**config.mk**
```make
export PLATFORM = sky130hd
export DESIGN_NAME = seq_bit_serializer_flat
export DESIGN_NICKNAME = d
export VERILOG_FILES = /design/src/rtl/seq_bit_serializer_if.sv /design/src/rtl/seq_bit_serializer.sv /design/src/flat_wrapper.sv
export SDC_FILE = /design/constraint.sdc
export NUM_CORES = 1
export LEC_CHECK = 0
export ABC_CLOCK_PERIOD_IN_PS = 3300
export CAP_MARGIN = 20
export CORE_MARGIN = 10
export CORE_UTILIZATION = 55
export CTS_CLUSTER_DIAMETER = 60
export DETAILED_ROUTE_END_ITERATION = 10
export PLACE_DENSITY_LB_ADDON = 0.1
export SLEW_MARGIN = 25
export SYNTH_ARGS = -nofsm -noshare
export SYNTH_HDL_FRONTEND = slang
export SYNTH_SLANG_ARGS = --single-unit
```
**constraint.sdc**
```tcl
create_clock -name clk -period 3.3 [get_ports clk]
set_input_delay 0.33 -clock clk [delete_from_list [all_inputs] [get_ports clk]]
set_output_delay 0.33 -clock clk [all_outputs]
set_load 0.01 [all_outputs]
```
**src/rtl/seq_bit_serializer_if.sv**
```systemverilog
// Handshake and serial-stream signals of seq_bit_serializer.
// master drives words and the advance enable; slave is the serializer.
interface seq_bit_serializer_if #(
    parameter int unsigned WIDTH = 8
);
    logic [WIDTH-1:0] in_word;
    logic             in_valid;
    logic             in_ready;
    logic             ser_en;
    logic             ser_bit;
    logic             ser_valid;
    logic             word_done;
    logic             busy;

    modport master (
        output in_word, in_valid, ser_en,
        input  in_ready, ser_bit, ser_valid, word_done, busy
    );

    modport slave (
        input  in_word, in_valid, ser_en,
        output in_ready, ser_bit, ser_valid, word_done, busy
    );
endinterface

```
**src/rtl/seq_bit_serializer.sv**
```systemverilog
// Parallel-to-serial converter with a one-entry skid buffer, so that back-to-back
// words stream out at one bit per clock with no gap between them.
module seq_bit_serializer #(
    parameter int unsigned WIDTH     = 8,
    parameter bit          MSB_FIRST = 1'b1
) (
    input logic                clk,
    input logic                reset,
    seq_bit_serializer_if.slave bus
);

    localparam int unsigned CntW = (WIDTH > 1) ? $clog2(WIDTH) : 1;
    localparam logic [CntW-1:0] LastCnt = CntW'(WIDTH - 1);

    typedef enum logic [0:0] {StIdle, StShift} state_e;

    state_e           state_q, state_d;
    logic [WIDTH-1:0] shift_q, shift_d;
    logic [WIDTH-1:0] buf_q, buf_d;
    logic             buf_full_q, buf_full_d;
    logic [CntW-1:0]  cnt_q, cnt_d;

    logic             xfer;
    logic             done;
    logic [WIDTH-1:0] shift_adv;

    assign xfer      = bus.in_valid && bus.in_ready;
    assign shift_adv = MSB_FIRST ? {shift_q[WIDTH-2:0], 1'b0} : {1'b0, shift_q[WIDTH-1:1]};

    // FSM state register
    always_ff @(posedge clk or posedge reset) begin
        if (reset) begin
            state_q <= StIdle;
        end else begin
            state_q <= state_d;
        end
    end

    // FSM next state: leave SHIFT only when the last bit goes out with nothing queued behind it
    always_comb begin
        state_d = state_q;
        unique case (state_q)
            StIdle:  if (xfer) state_d = StShift;
            StShift: if (done && !buf_full_q && !xfer) state_d = StIdle;
            default: state_d = StIdle;
        endcase
    end

    // FSM outputs
    always_comb begin
        bus.ser_valid = (state_q == StShift);
        bus.ser_bit   = 1'b0;
        if (state_q == StShift) begin
            bus.ser_bit = MSB_FIRST ? shift_q[WIDTH-1] : shift_q[0];
        end
        done          = (state_q == StShift) && (cnt_q == LastCnt) && bus.ser_en;
        bus.word_done = done;
        bus.busy      = (state_q == StShift) || buf_full_q;
        bus.in_ready  = !reset && !buf_full_q;
    end

    always_comb begin
        shift_d    = shift_q;
        buf_d      = buf_q;
        buf_full_d = buf_full_q;
        cnt_d      = cnt_q;
        if (state_q == StIdle) begin
            if (xfer) begin
                shift_d = bus.in_word;
                cnt_d   = '0;
            end
        end else if (done) begin
            // in_ready is low while the buffer is full, so the two reload sources are exclusive
            cnt_d = '0;
            if (buf_full_q) begin
                shift_d    = buf_q;
                buf_full_d = 1'b0;
            end else if (xfer) begin
                shift_d = bus.in_word;
            end
        end else begin
            if (bus.ser_en) begin
                shift_d = shift_adv;
                cnt_d   = cnt_q + CntW'(1);
            end
            if (xfer) begin
                buf_d      = bus.in_word;
                buf_full_d = 1'b1;
            end
        end
    end

    always_ff @(posedge clk or posedge reset) begin
        if (reset) begin
            shift_q    <= '0;
            buf_q      <= '0;
            buf_full_q <= 1'b0;
            cnt_q      <= '0;
        end else begin
            shift_q    <= shift_d;
            buf_q      <= buf_d;
            buf_full_q <= buf_full_d;
            cnt_q      <= cnt_d;
        end
    end

endmodule

```
**src/flat_wrapper.sv**
```systemverilog
// flat-port wrapper written by rule: the top's interface ports become plain ports
module seq_bit_serializer_flat 
#(
    parameter int unsigned WIDTH     = 8,
    parameter bit          MSB_FIRST = 1'b1
)
  (clk, reset, bus_in_word, bus_in_valid, bus_ser_en, bus_in_ready, bus_ser_bit, bus_ser_valid, bus_word_done, bus_busy);
  seq_bit_serializer_if #(.WIDTH(WIDTH)) bus_i ();
  input logic clk;
  input logic reset;
  input wire logic [$bits(bus_i.in_word)-1:0] bus_in_word;
  input wire logic [$bits(bus_i.in_valid)-1:0] bus_in_valid;
  input wire logic [$bits(bus_i.ser_en)-1:0] bus_ser_en;
  output wire logic [$bits(bus_i.in_ready)-1:0] bus_in_ready;
  output wire logic [$bits(bus_i.ser_bit)-1:0] bus_ser_bit;
  output wire logic [$bits(bus_i.ser_valid)-1:0] bus_ser_valid;
  output wire logic [$bits(bus_i.word_done)-1:0] bus_word_done;
  output wire logic [$bits(bus_i.busy)-1:0] bus_busy;
  assign bus_i.in_word = bus_in_word;
  assign bus_i.in_valid = bus_in_valid;
  assign bus_i.ser_en = bus_ser_en;
  assign bus_in_ready = bus_i.in_ready;
  assign bus_ser_bit = bus_i.ser_bit;
  assign bus_ser_valid = bus_i.ser_valid;
  assign bus_word_done = bus_i.word_done;
  assign bus_busy = bus_i.busy;
  seq_bit_serializer #(.WIDTH(WIDTH), .MSB_FIRST(MSB_FIRST)) u_core (.clk(clk), .reset(reset), .bus(bus_i));
endmodule
```
Word-level counts from Yosys, hierarchy flattened --
Index checks and enable logic that the tools add are counted.
Storage, ports and cells: bits in registers 21, input port bits 12, output and inout bits 5, logic and storage cells 40
Cells by class: $add $sub $neg 1, equality and inequality tests 2, multiplexer cells 15, bitwise logic cells 2, reductions and logical operators 15
Operator list (number):
- $mux W8 | 5
- $mux W3 | 4
- $logic_and A1 B1 Y1 | 6
- $mux W1 | 5
- $reduce_and A2 Y1 | 2
- $reduce_bool A2 Y1 | 2
- $add A3 B1 Y3 const B | 1
- $eq A3 B3 Y1 const B | 1
- $logic_not A1 Y1 | 3
- $ne A3 B3 Y1 const B | 1
- $reduce_and A3 Y1 | 1
- $not A1 Y1 | 2
- $pmux W1 S2 | 1
- $logic_or A1 B1 Y1 | 1

Logic depth before layout (Yosys ltp) --
word-level depth 7, depth in mapped cells 6

Worst setup path after synthesis --
OpenSTA, ideal clock, no wires.
kind register to register, start point reg u_core.cnt_q[0], end point reg u_core.shift_q[0], library setup time 0.127 ns, data arrival time 1.363 ns, required time 3.173 ns, path slack 1.810 ns, stages on the path, launching flop included 7, period minus slack after synthesis 1.490 ns, path through dfrtp_1 -> ha_1 -> ha_1 -> clkbuf_1 -> nand4_1 -> o21ai_0 -> a311o_2
Between the ends: longest elaborated chain between the ends 5, elaborated cells on any way between the ends 6, those cells by class eq/ne: 2; mux: 2; reduce/logical: 2
Ends and longest elaborated chain:
- start: declaration | line seq_bit_serializer.sv:21 | logic [CntW-1:0] cnt_q, cnt_d;
- start signal: assignment | line seq_bit_serializer.sv:103 | cnt_q <= cnt_d;
- $eq A3 B3 Y1 (*) | line seq_bit_serializer.sv:56 | done = (state_q == StShift) && (cnt_q == LastCnt) && bus.ser_en;
- $logic_and A1 B1 Y1 (*) (2 in series) | line seq_bit_serializer.sv:56
- $mux W8 | line seq_bit_serializer.sv:72 | end else if (done) begin
- $mux W8 | line seq_bit_serializer.sv:67 | if (state_q == StIdle) begin
- end signal: assignment | line seq_bit_serializer.sv:100 | shift_q <= shift_d;
- end: declaration | line seq_bit_serializer.sv:18 | logic [WIDTH-1:0] shift_q, shift_d;
Every way passes the cells marked *; elsewhere a longest branch is shown, timed or not. A chain may end at the register's enable or synchronous reset.

Worst setup path in the final report --
start point reg u_core.cnt_q[0], end point out bus_word_done
Between the ends: longest elaborated chain between the ends 3
Ends and longest elaborated chain:
- $eq A3 B3 Y1 | line seq_bit_serializer.sv:56
- $logic_and A1 B1 Y1 (2 in series) | line seq_bit_serializer.sv:56
- end: declaration | line flat_wrapper.sv:17 | output wire logic [$bits(bus_i.word_done)-1:0] bus_word_done;
Every way passes these cells.

==> results.yml <==
finish:
  seq_area_sq_um: 525.5
  nets: 165
  nFillCells: 216
  multi_input_area_sq_um: 830.8
  syn_to_final_growth_pct: 12.43
  n_antenna_cell: 0
  layout-drive-gt1-share_pct: 23.33
synth:
  synth.most_common_cell: "dfrtp_1"
  syn_inst: 141
  synth-edff-count: 0
  yosysTopAreaCell: "dfrtp_1"
  syn_nets: 155
  synth_compound_area_share_pct: 20.05
  synth_xor_area_share_pct: 0
  yosys_register_bits: 21
  synth_common_cells: "21 x dfrtp_1, 11 x o21ai_0"
  synthTopCellsByArea: "dfrtp_1 37%, mux2_2 6.3%, a211oi_2 6.1%, and4bb_2 6.1%, nand3b_1 4.2%"
  synthMuxAreaShare_pct: 7.005
  synth_warnings: 0
  async_flop_share_pct: 100.0
  netlist_area_sq_mm: 0.001429
  yosysTopAreaCellShare_pct: 36.78
  syn_avg_cell_area_sq_um: 10.13
  ys.flop_type: "dfrtp_1"
  synth_top_family_by_area: "simple AND/OR/NAND/NOR gates"
  synth_cell_types: 34
  synth_fa_ha_area_share_pct: 1.751
  synth-simple-area-share_pct: 29.33
  yosysSeqAreaShare_pct: 36.78
routing:
  routedWlPerCell_microns: 19.00
  vias: 1164
  drtIter0Drc: 137
  drc: 0
  dr.pass1.iters: 6
  ant_nets: 0
  wl_microns: 3420
  viasPerCell: 6.467
setup_path:
  worstPathMaxFanout: 12
  rr_worst_depth: 2
  critPathKind: "flip-flop to output port"
  reg2reg_from: "u_core.buf_full_q"
  rr_endpoint: "u_core.shift_q[0]"
  startpoint_type: "flip-flop"
  arrival_ns: 2.25
  rrSetupSlack_ns: 1.37
  crit_required_ns: 2.97
  end_kind: "output port"
die:
  die_y_microns: 70.97
  ios: 17
  rows: 18
  die_x_microns: 70.97
  dieArea_sq_mm: 0.005037
  initial_core_util_pct: 57.68
  core-area_sq_mm: 0.002477
flow_run:
  drv_cap: 0
timing:
  period_minus_slack_ns: 2.583
  finalSetupViolCount: 0
  tns_ns: 0
  tightest_slew_ns: 0.8288
  fmax_mhz: 387.2
  slew_headroom_pct: 44.68
  whs_ns: 0.5156
  rsz0062_at_grt: "false"
  drv_slew: 0
  hold_viol_final: 0
  period_share_pct: 78.26
  skew_ns: 0.001622
clock_tree:
  htreeDepth: 1
  cts_buffers: 3
  clk_latency_ns: 0.31
  path_clk_slew_ns: 0.12
  root_buffer: "clkbuf_4"
  cts_tree: "built"
  cts_resized: 0
  cts_sinks: 21
  cts_setup_buffers: 0
  clk_path_buf_depth: 2
  ctsHoldBuffers: 0
placed_design:
  gp_congestion: 0.8028
  io_buffers: 16
  dpl.hpwl_microns: 2382
grt:
  gr-total-overflow: 0
  grt_first_pass_wirelength_microns: 5658
  antenna_found_initial: 0
  grt_max_degree: 24
  grt_pass1_vias: 1151
  grt_usage_pct: 13.47
pwr:
  max-vdd-ir-drop_mv: 0.4265
  p_leak_nw: 0.6463
  pwr_density_cell_mw_per_mm2: 675.9
hold_path:
  hold_end: "u_core.buf_q[2]"
  hp-class: "flip-flop to flip-flop"
  min_from: "u_core.buf_q[2]"
  hold_depth: 1
outcome:
  status: "complete, no violations"
-- layout by cell type (no fill, tap or decap), types with 2 or more instances in the layout --
master           netlist  final
nand3b_1               8      8
clkdlybuf4s50_1        0     16
nor2b_1                4      4
inv_1                  3      3
a211oi_2               7      7
nor2_1                 2      2
nand2b_1               8      8
mux2_2                 8      8
o21ai_0               11     11
ha_1                   2      2
and4bb_2               7      7
buf_4                  0      2
a211oi_1               7      7
o22ai_1                7      7
clkbuf_4               0      3
a21oi_1                2      2
nand2_1                4      4
dfrtp_1               21     21
and3b_1                3      3
and3_1                 8      8
and3b_2                4      4
-- routing by layer --
metal  GRT usage, %  routed length, microns  vias to the layer above
met5              0                       0                        -
met4          7.742                     107                        0
met3          2.092                     117                       10
met2          21.66                    1672                       30
met1          16.60                    1523                      575
li1               -                       -                      549
-- cell type report --
cell class                 instances  area share (%)
clock buffer                       4           1.636
tap                               30           2.336
timing repair buffer              18           10.90
multi-input combinational        104           51.71
inverter                           3          0.7009
sequential                        21           32.71
-- state kept, by name, summed over array words and instances, names as in the netlist --
name,flops
u_core.buf_full_q,1
u_core.buf_q,8
u_core.bus.ser_valid,1
u_core.cnt_q,3
u_core.shift_q,8
-- how the worst max path moves through the flow --
stage | to | slack, ns | from
3_5_place_dp | u_core.shift_q[0] | 1.01 | reset
3_3_place_gp | u_core.shift_q[0] | 1.06 | reset
4_1_cts | bus_word_done | 0.72 | u_core.cnt_q[0]
5_1_grt | bus_word_done | 0.59 | u_core.cnt_q[0]
6_report | bus_word_done | 0.72 | u_core.cnt_q[0]
2_1_floorplan | u_core.shift_q[0] | 1.81 | u_core.cnt_q[0]
-- report_power, final --
group          switching [mW]  internal (mW)
Clock                  0.0813         0.0472
Combinational           0.194          0.249
Sequential              0.141          0.374
Total                   0.416          0.670
-- cell families (layout without fill, tap and decap cells) --
kind of cell	count (synthesis)	after routing
AND/OR/NAND/NOR	55	55
AO/OA/AOI/OAI	38	38
flip-flops	21	21
buffers and inverters	16	25
multiplexers	9	9
adder cells (fa/ha/maj)	2	2
-- per-stage QoR --
stage               total power, mW  worst slack [ns]  utilization [%]  area, sq um  cells
floorplan                    0.8179             1.810                -         1429    141
global placement             0.9311             1.060            63.79         1580    176
detailed placement           0.9578             1.010            63.79         1580    176
CTS                           1.087            0.7226            64.85         1607    180
global route                  1.171            0.5857            64.85         1607    180
finish                        1.086            0.7174            64.85         1607    180
-- critical path, cell delays in order, from the launching register on --
cell             delay (ns)
dfrtp_1                0.42
ha_1                   0.18
ha_1                   0.35
and3_1                 0.40
clkdlybuf4s50_1        0.60
Power figures use the tool's default switching activity.
